## src/rtl/vram_fill_arbiter_pkg.sv

```systemverilog
// vram_fill_arbiter_pkg
//   Shared types and constants for the VRAM fill engine:
//   - vram_address_t : VRAM byte address type used across the GPU path
//   - fill_reg_e     : register file indices seen by the CPU
//   - CTRL_*         : bit positions inside the control register
//   - fill_state_e   : fill engine state encoding
package vram_fill_arbiter_pkg;

  localparam int unsigned VRAM_ADDR_W_DEF = 12;

  typedef logic [VRAM_ADDR_W_DEF-1:0] vram_address_t;

  typedef enum logic [2:0] {
    REG_ADDR_LO = 3'd0,
    REG_ADDR_HI = 3'd1,
    REG_LEN_LO  = 3'd2,
    REG_LEN_HI  = 3'd3,
    REG_VALUE   = 3'd4,
    REG_CTRL    = 3'd5
  } fill_reg_e;

  localparam int unsigned CTRL_START   = 0;
  localparam int unsigned CTRL_ABORT   = 1;
  localparam int unsigned CTRL_CLR_IRQ = 2;
  localparam int unsigned CTRL_GATE_EN = 3;

  typedef enum logic [1:0] {
    ST_IDLE = 2'd0,
    ST_FILL = 2'd1,
    ST_DONE = 2'd2
  } fill_state_e;

endpackage

```

## src/rtl/vram_fill_arbiter.sv

```systemverilog
// vram_fill_arbiter
//   Hardware VRAM fill engine sharing the CPU-side VRAM write port.
//   The CPU programs start address, length and fill byte, then starts the
//   engine, which writes one byte per cycle (optionally only in vblank).
//   CPU VRAM accesses always take the port; the fill stalls that cycle.
// Ports:
//   cpu_clk, rst               clock, synchronous active-high reset
//   reg_sel_i/reg_wen_i/reg_data_i   register file write port
//   cpu_vram_*_i               CPU VRAM access (has priority)
//   in_vblank_i                GPU vblank level (fill gate)
//   vram_*_o                   muxed VRAM port towards the GPU
//   busy_o                     fill in progress (running or gated)
//   done_irq_o                 sticky completion flag
module vram_fill_arbiter
  import vram_fill_arbiter_pkg::*;
#(
  parameter int unsigned VRAM_ADDR_W = 12,
  parameter int unsigned LEN_W       = 12
) (
  input  logic                   cpu_clk,
  input  logic                   rst,
  input  logic [2:0]             reg_sel_i,
  input  logic                   reg_wen_i,
  input  logic [7:0]             reg_data_i,
  input  logic                   cpu_vram_req_i,
  input  logic                   cpu_vram_wen_i,
  input  logic [VRAM_ADDR_W-1:0] cpu_vram_address_i,
  input  logic [7:0]             cpu_vram_data_i,
  input  logic                   in_vblank_i,
  output logic                   vram_select_o,
  output logic                   vram_wen_o,
  output logic [VRAM_ADDR_W-1:0] vram_address_o,
  output logic [7:0]             vram_data_o,
  output logic                   busy_o,
  output logic                   done_irq_o
);

  logic [7:0]             addr_lo_q;
  logic [3:0]             addr_hi_q;
  logic [7:0]             len_lo_q;
  logic [3:0]             len_hi_q;
  logic [7:0]             value_q;
  logic                   gate_en_q;

  fill_state_e            state_q, state_d;
  logic [VRAM_ADDR_W-1:0] cur_addr_q, cur_addr_d;
  logic [LEN_W-1:0]       remaining_q, remaining_d;
  logic                   done_irq_q, done_irq_d;

  logic                   busy;
  logic                   ctrl_wr;
  logic                   start;
  logic                   abort;
  logic                   clr_irq;
  logic                   fill_beat;
  logic [VRAM_ADDR_W-1:0] start_addr;
  logic [LEN_W-1:0]       start_len;

  assign busy       = (state_q == ST_FILL);
  assign ctrl_wr    = reg_wen_i && (reg_sel_i == REG_CTRL);
  assign start      = ctrl_wr && reg_data_i[CTRL_START];
  assign abort      = ctrl_wr && reg_data_i[CTRL_ABORT];
  assign clr_irq    = ctrl_wr && reg_data_i[CTRL_CLR_IRQ];
  assign start_addr = VRAM_ADDR_W'({addr_hi_q, addr_lo_q});
  assign start_len  = LEN_W'({len_hi_q, len_lo_q});

  // A beat only happens when the CPU leaves the port free and the gate is open.
  assign fill_beat  = busy && !cpu_vram_req_i && (!gate_en_q || in_vblank_i);

  // Register file: setup registers are frozen while a fill runs; gate_en
  // follows every control write regardless of state.
  always_ff @(posedge cpu_clk) begin
    if (rst) begin
      addr_lo_q <= '0;
      addr_hi_q <= '0;
      len_lo_q  <= '0;
      len_hi_q  <= '0;
      value_q   <= '0;
      gate_en_q <= 1'b0;
    end else begin
      if (reg_wen_i && !busy) begin
        case (reg_sel_i)
          REG_ADDR_LO: addr_lo_q <= reg_data_i;
          REG_ADDR_HI: addr_hi_q <= reg_data_i[3:0];
          REG_LEN_LO:  len_lo_q  <= reg_data_i;
          REG_LEN_HI:  len_hi_q  <= reg_data_i[3:0];
          REG_VALUE:   value_q   <= reg_data_i;
          default:     ;
        endcase
      end
      if (ctrl_wr) begin
        gate_en_q <= reg_data_i[CTRL_GATE_EN];
      end
    end
  end

  always_comb begin
    state_d     = state_q;
    cur_addr_d  = cur_addr_q;
    remaining_d = remaining_q;
    case (state_q)
      ST_IDLE: begin
        if (start && !abort) begin
          if (start_len == '0) begin
            state_d = ST_DONE;
          end else begin
            cur_addr_d  = start_addr;
            remaining_d = start_len;
            state_d     = ST_FILL;
          end
        end
      end
      ST_FILL: begin
        if (abort) begin
          remaining_d = '0;
          state_d     = ST_IDLE;
        end else if (fill_beat) begin
          cur_addr_d  = cur_addr_q + VRAM_ADDR_W'(1);
          remaining_d = remaining_q - LEN_W'(1);
          if (remaining_q == LEN_W'(1)) begin
            state_d = ST_DONE;
          end
        end
      end
      ST_DONE: begin
        state_d = ST_IDLE;
      end
      default: begin
        state_d = ST_IDLE;
      end
    endcase
  end

  // The flag is raised on the edge that enters DONE, so it rises together
  // with busy_o falling; a simultaneous clear loses to the set.
  always_comb begin
    done_irq_d = done_irq_q;
    if (clr_irq) begin
      done_irq_d = 1'b0;
    end
    if ((state_d == ST_DONE) && (state_q != ST_DONE)) begin
      done_irq_d = 1'b1;
    end
  end

  always_ff @(posedge cpu_clk) begin
    if (rst) begin
      state_q     <= ST_IDLE;
      cur_addr_q  <= '0;
      remaining_q <= '0;
      done_irq_q  <= 1'b0;
    end else begin
      state_q     <= state_d;
      cur_addr_q  <= cur_addr_d;
      remaining_q <= remaining_d;
      done_irq_q  <= done_irq_d;
    end
  end

  always_comb begin
    vram_select_o  = 1'b0;
    vram_wen_o     = 1'b0;
    vram_address_o = '0;
    vram_data_o    = '0;
    if (cpu_vram_req_i) begin
      vram_select_o  = 1'b1;
      vram_wen_o     = cpu_vram_wen_i;
      vram_address_o = cpu_vram_address_i;
      vram_data_o    = cpu_vram_data_i;
    end else if (fill_beat) begin
      vram_select_o  = 1'b1;
      vram_wen_o     = 1'b1;
      vram_address_o = cur_addr_q;
      vram_data_o    = value_q;
    end
  end

  assign busy_o     = busy;
  assign done_irq_o = done_irq_q;

endmodule

```

## config.mk

```make
export PLATFORM = sky130hd
export DESIGN_NAME = vram_fill_arbiter
export DESIGN_NICKNAME = d
export VERILOG_FILES = /design/src/rtl/vram_fill_arbiter_pkg.sv /design/src/rtl/vram_fill_arbiter.sv
export SDC_FILE = /design/constraint.sdc
export NUM_CORES = 1
export LEC_CHECK = 0
export ABC_CLOCK_PERIOD_IN_PS = 4700
export CAP_MARGIN = 20
export CORE_ASPECT_RATIO = 0.9
export CORE_MARGIN = 5
export CORE_UTILIZATION = 40
export DETAILED_ROUTE_END_ITERATION = 10
export PLACE_DENSITY_LB_ADDON = 0.08
export SLEW_MARGIN = 10
export SYNTH_ARGS = -nofsm -noshare
export SYNTH_HDL_FRONTEND = slang
export SYNTH_SLANG_ARGS = --single-unit
export TNS_END_PERCENT = 50
```

## constraint.sdc

```tcl
create_clock -name cpu_clk -period 4.7 [get_ports cpu_clk]
set_input_delay 0.94 -clock cpu_clk [delete_from_list [all_inputs] [get_ports cpu_clk]]
set_output_delay 0.94 -clock cpu_clk [all_outputs]
set_load 0.01 [all_outputs]
```

==> reports/qor.yml <==
status: "complete, no violations"
antenna_found_initial: 0
cp.required_ns: 3.76
place_hpwl_mm: 6.77
p_leak_nw: 1.43
first_pass_iters: 4
cts_buffer_depth: 2
htree_levels: 3
clkPwrFrac_pct: 41.9
synth.avg_cell_area_um2: 8.66
ir_drop_v: 0.000169
cts_tree: "done"
dieArea_mm2: 0.0100
grt_use_total_pct: 19.2
crit_path_start: "cpu_vram_req_i"
endpoint_kind: "primary output"
grt_pass1_wl_mm: 15.2
setup_tns_ns: 0
gp_congestion: 0.849
clk_latency_ns: 0.34
overflow: 0
worst_pin_slew_ns: 1.12
yosys.cell_types.count: 60
final_nets: 466
finClkSkew_ns: 0.00833
drive_gt1_share_pct: 12.5
io_pins: 61
p_int_mw: 0.829
path_max_fanout: 21
r2r_slack_ns: 1.96
dp_slack_ns: 0.976
ys.flop_type: "dfxtp_1"
syn_nets: 414
path_class: "primary input to primary output"
cts-root-buf: "clkbuf_8"
max-slew-margin-rel_pct: 25.1
drv_cap: 0
p_per_area_mw_per_mm2: 273
drv_slew: 0
synth_cells: 374
drt_iter0_markers: 198
hp-class: "register to register"
ys_warn_count: 0
fmax_mhz: 268
port_buffers: 60
setup_ws_ns: 0.975
async_flop_share_pct: 0
ant_nets: 0
clk_pin_slew_ns: 0.07
setup_violations: 0
hold_viol_final: 0
cp.arrival_ns: 2.79
finalCritPeriodShare_pct: 79.3
r2r_cells: 6
start_util_pct: 40.6
rsz0062_at_grt: "no"
post_drt_wl_per_cell_um: 17.8
layout_common_cells: "dfxtp_1, clkdlybuf4s50_1, nor2_1"
grt_use_met3_pct: 4.94
area_delta_synth_final_pct: 26.1
post_cts_resized: 0
top_usage_layer: "met2"
postCtsHoldBufs: 0
num_vias: 3052
switching_share_pct: 25.6
via_per_inst: 5.76
ys_ff_latch: 60
cts_setup_buffers: 0
yosysSeqAreaShare_pct: 37.1
r2r-start: "state_q[0]"
die_h_um: 95.4
r2r_end: "len_lo_q[1]"
die_width_um: 105
synth_edf_count: 0
rows: 31
cts_buffers: 9
design.core.area_mm2: 0.00799
synth_area_mm2: 0.00324
pwr-share-comb_pct: 11.3
drc_errors: 0
clock-sinks: 60
netSwitchingPower_mw: 0.285
min_period_ns: 3.73
cp-start-kind: "primary input"
grt_max_degree: 59
met2_usage_pct: 28.2
pwr-share-seq_pct: 46.7
wirelength_mm: 9.43
crit_path_end: "vram_address_o[2]"
n_antenna_cell: 0
met1_usage_pct: 27.9
final_common_cell: "dfxtp_1"
grt_pass1_vias: 2793
==> area by class of cell <==
type | count | area, um2
fillers | 789 | 3910
clock inverters | 7 | 76.3
multi-input cells | 280 | 1890
inverters | 9 | 33.8
flip-flops and latches | 60 | 1200
clock buffers | 9 | 124
repair buffers | 66 | 641
well taps | 99 | 124
==> worst max-delay path, cell delays in order <==
cell and delay [ns]:
clkdlybuf4s50_1 0.48, nor3_2 0.34, buf_4 0.31, a22o_1 0.17, clkdlybuf4s50_1 0.53
==> cells by family (layout without fill, tap and decap cells) <==
family	Yosys count	count (layout)	share of synthesized area (%)
compound gates	104	104	24.7
xor+xnor	2	2	0.541
fa+ha+maj	3	3	1.16
buf+inv	34	91	4.94
flops	60	60	37.1
mux	32	32	9.88
simple gates	139	139	21.7
==> Yosys cell counts (2+ instances only) <==
library cell | number | area share, %
o41ai_1 | 3 | 0.81
dfxtp_1 | 60 | 37
a22o_1 | 20 | 5.4
mux2i_1 | 32 | 9.9
o32ai_1 | 6 | 1.6
a32o_1 | 2 | 0.62
o22ai_1 | 2 | 0.39
nor3b_1 | 2 | 0.46
nor2_1 | 48 | 5.6
nand2b_1 | 3 | 0.58
buf_6 | 2 | 0.69
and2_1 | 2 | 0.39
buf_2 | 2 | 0.31
o31ai_1 | 4 | 0.93
buf_1 | 2 | 0.23
o21ai_2 | 8 | 2.2
a22o_2 | 2 | 0.62
nand2_1 | 36 | 4.2
nor4b_1 | 2 | 0.54
nor4_4 | 2 | 1.3
or3_1 | 2 | 0.39
a21o_1 | 2 | 0.46
a221oi_1 | 3 | 0.81
clkbuf_1 | 15 | 1.7
buf_4 | 4 | 0.93
or4_1 | 2 | 0.46
o21ai_0 | 8 | 1.2
a21o_2 | 2 | 0.54
a21oi_1 | 19 | 2.9
nor4_1 | 6 | 1.2
a211oi_1 | 6 | 1.4
nand4_1 | 2 | 0.39
nor3_1 | 12 | 1.9
inv_1 | 8 | 0.93
a21oi_2 | 8 | 2.2
ha_1 | 3 | 1.2
nand3_1 | 9 | 1.4
==> metal layers <==
metal	up-vias	wire length, um
met5	-	0
met4	0	79
met3	8	688
met2	98	4070
met1	1450	4590
li1	1496	-
==> power by group through the flow <==
stage          Clock [mW]  Combinational (mW)  Sequential (mW)
3_5_place_dp            0               0.127            0.532
4_1_cts             0.484               0.127            0.520
6_report            0.467               0.126            0.520
3_3_place_gp            0               0.126            0.532
2_1_floorplan           0              0.0597            0.530
5_1_grt             0.510               0.136            0.521
==> metrics by stage <==
| stage | util, % | std cells | instance area (um2) | power, mW | hold slack [ns] |
|---|---|---|---|---|---|
| 2_1_floorplan | - | 374 | 3240 | 0.590 | 0.432 |
| 3_3_place_gp | 48.6 | 514 | 3880 | 0.658 | 0.454 |
| 5_1_grt | 51.1 | 530 | 4090 | 1.17 | 0.484 |
| 3_5_place_dp | 48.6 | 514 | 3880 | 0.659 | 0.458 |
| 4_1_cts | 51.1 | 530 | 4090 | 1.13 | 0.469 |
| 6_report | 51.1 | 530 | 4090 | 1.11 | 0.465 |
==> worst min path at each step <==
stage | endpoint | depth (start not counted) | slack [ns] | start
2_1_floorplan | gate_en_q | 2 | 0.43 | gate_en_q
3_3_place_gp | gate_en_q | 2 | 0.45 | gate_en_q
3_5_place_dp | gate_en_q | 2 | 0.46 | gate_en_q
4_1_cts | gate_en_q | 2 | 0.47 | gate_en_q
5_1_grt | remaining_q[10] | 2 | 0.48 | remaining_q[10]
6_report | gate_en_q | 2 | 0.46 | gate_en_q
==> flip-flops by register name, indices dropped and copies added (netlist names) <==
name / count
len_hi_q: 4
remaining_q: 12
value_q: 8
done_irq_o: 1
gate_en_q: 1
state_q: 2
cur_addr_q: 12
addr_hi_q: 4
len_lo_q: 8
addr_lo_q: 8
No activity file was read; power rests on OpenSTA's default activity.
==> variant: new RTL, config.mk and constraints unchanged <==
`LEN_W`: 12 -> 16.
--- a/src/rtl/vram_fill_arbiter.sv
+++ b/src/rtl/vram_fill_arbiter.sv
@@ -15,7 +15,7 @@
   import vram_fill_arbiter_pkg::*;
 #(
   parameter int unsigned VRAM_ADDR_W = 12,
-  parameter int unsigned LEN_W       = 12
+  parameter int unsigned LEN_W       = 16
 ) (
   input  logic                   cpu_clk,
   input  logic                   rst,
Behaviour: same outputs for any inputs over 4 cycles, from zero or initial values and one cycle with rst high; that may be too few to reach the edited logic, so the function may still have changed.
==> variant against the unedited design <==
  * Sequential cell count rose by 4
  * Critical endpoint is now vram_address_o[10]
  * Design area rose by 4.5%
  * Power rose by 6.3%
  * Setup slack got worse by 140 ps
  * Sequential share of layout area rose by 0.61 points
  * Wire length rose by 5.2%
  * Synthesized area rose by 5.3%
  * Critical path type unchanged
  * Largest power group unchanged
==> variant: results (changes against the unedited design) <==
| Metric | Value |
|---|---|
| Status | `completed` |
| Top cells by count, synth | `dfxtp_1 (64), nor2_1 (57), nand2_1 (36), a21oi_1 (33), mux2i_1 (33)` |
| Reg2reg path depth | `6 (unchanged)` |
| M2 GR Usage | `29.1% (+0.86 points)` |
| Reg2reg end | `len_lo_q[7]` |
| H-tree levels | `3 (unchanged)` |
| Grt met3 use | `4.32% (-0.62 points)` |
| WHS Path Cells | `2 (unchanged)` |
| Post-CTS setup buffer count | `0 (unchanged)` |
| I/O Buffers | `60 (unchanged)` |
| Worst path slowest cell | `clkdlybuf4s50_1` |
| CTS max path bufs | `2 (unchanged)` |
| Num CTS Buffers | `9 (unchanged)` |
| Number of global-route vias before repair | `3084 (+10%)` |
| Drt pass-1 iters | `6 (+2)` |
| Clock-pin slew on the worst setup and hold paths | `80 ps` |
| Fillers | `822 (+4.2%)` |
| First-pass GRT wire length | `16100 um (+5.8%)` |
| Top Registers | `remaining_q: 16 flops, cur_addr_q: 12 flops` |
| Post-cts gate resize count | `0 (unchanged)` |
| Max VDD drop | `130 uV (-23%)` |
| Full die area | `10500 um^2 (+4.7%)` |
| Leak | `1.54 nW (+7.8%)` |
| CP max FO | `12 (-43%)` |
| Ant diodes | `0 (unchanged)` |
| Share of cells above drive strength 1 | `7.34% (-5.2 points)` |
| Worst-Margin Slew | `1010 ps (-108 ps)` |
| DR vias | `3251 (+6.5%)` |
| Sequential area share after synthesis | `37.6% (+0.50 points)` |
| HP Class | `reg -> reg` |
| NumNets Final | `498 (+6.9%)` |
| Detailed-placement wirelength estimate | `6830 um (+0.85%)` |
| Initial antenna violation count | `1 (+1)` |
| RePlAce Congestion | `0.804 (-5.3%)` |
| Synth top area cells | `dfxtp_1 (38%), mux2i_1 (9.7%), nor2_1 (6.3%)` |
| Count of different cell masters after synthesis | `54 (-10%)` |
| Clk root buf | `clkbuf_8` |
| Dpl cell area | `4060 um^2 (+4.6%)` |
| Gr usage total | `19.2% (-0.067 points)` |
| FF-to-FF setup slack | `2030 ps (+70 ps)` |
| Met1 Use GR | `27.1% (-0.79 points)` |
| Clk_lat worst skew | `360 ps (+20 ps)` |
| Clk_skew | `14.0 ps (+5.65 ps)` |
| Top FF cell, synth | `dfxtp_1` |
| Arr. time, crit path | `2930 ps (+140 ps)` |
| Die W | `107 um (+2.3%)` |
| Largest net degree at the start of global routing | `54 (-8.5%)` |
| Hold Crit Endpoint | `done_irq_o` |
| Starting DRC count in detailed routing | `152 (-23%)` |
| Routed WL per cell | `17.0 um (-4.2%)` |
| Reg2reg start | `state_q[1]` |
| Peak per-stage delay on the critical path | `630 ps (+100 ps)` |
| Syn_nets | `451 (+8.9%)` |
| Share of flip-flops with an asynchronous set or reset | `0% (unchanged)` |
| Yosys warning count | `0 (unchanged)` |
| Cell family with most CP delay | `buffers and inverters` |
| Hold Startpoint | `done_irq_o` |
==> variant: changes by cell type after synthesis, moves of 4 or more <==
cell	delta
a21oi_1	+14
a21oi_2	-8
buf_2	+4
dfxtp_1	+4
nor2_1	+9
o21ai_0	+12
o21ai_2	-8
==> variant: cell type report <==
class                   instances  area [um^2]  share of cell area [%]
clock buffers                  10          138                    3.22
clock inverters                 6         68.8                    1.61
inverters                       6         22.5                   0.528
multi-input cells             313         1980                    46.5
flip-flops and latches         64         1280                    30.0
well taps                     119          149                    3.49
repair buffers                 64          626                    14.7
==> variant: where the power goes <==
group / switching [W] / internal (W)
sequential: 0.00000528 / 0.000549
clock: 0.000236 / 0.000260
combinational: 0.0000627 / 0.0000705
==> variant: cell families (layout without fill, tap and decap cells) <==
logic type,Yosys count,in the layout,share of synthesized area [%]
and+or+nand+nor,164,164,24.4
buffers and inverters,34,86,4.40
DFF,64,64,37.6
muxes,34,34,10.0
adders and majority gates,3,3,1.10
AOI/OAI and AO/OA,110,110,22.0
xor gates and xnor gates,2,2,0.514
==> variant: routing by layer <==
layer | wire length, um | up-vias
met4 | 122 | 2
met2 | 4200 | 84
met5 | 11 | -
met3 | 568 | 15
met1 | 5020 | 1552
li1 | - | 1598
==> variant: through the flow <==
step | hold slack [ps] | setup slack (ps) | power [W] | cells
detailed placement | 452 | 817 | 0.000700 | 566
global placement | 445 | 876 | 0.000699 | 566
finish | 459 | 832 | 0.00118 | 582
floorplan | 445 | 1590 | 0.000631 | 411
CTS | 464 | 814 | 0.00119 | 582
global route | 476 | 673 | 0.00122 | 582
==> variant: how the worst max path moves through the flow <==
stage	endpoint	from	cells past startpoint	slack, ps
after floorplan	vram_address_o[0]	cpu_vram_req_i	5	1590
after global placement	vram_address_o[10]	cpu_vram_req_i	4	880
after detailed placement	vram_address_o[10]	cpu_vram_req_i	4	820
after CTS	vram_address_o[10]	cpu_vram_req_i	4	810
after global routing	vram_address_o[10]	cpu_vram_req_i	4	670
final	vram_address_o[10]	cpu_vram_req_i	4	830
==> variant: worst reg2reg max path: cells and delay by family (launching register included) <==
| kind | cells | cell delay, ps |
|---|---|---|
| buffers and inverters | 2 | 770 |
| flip-flops | 1 | 400 |
| multiplexers | 1 | 210 |
| AND/OR/NAND/NOR | 3 | 1140 |
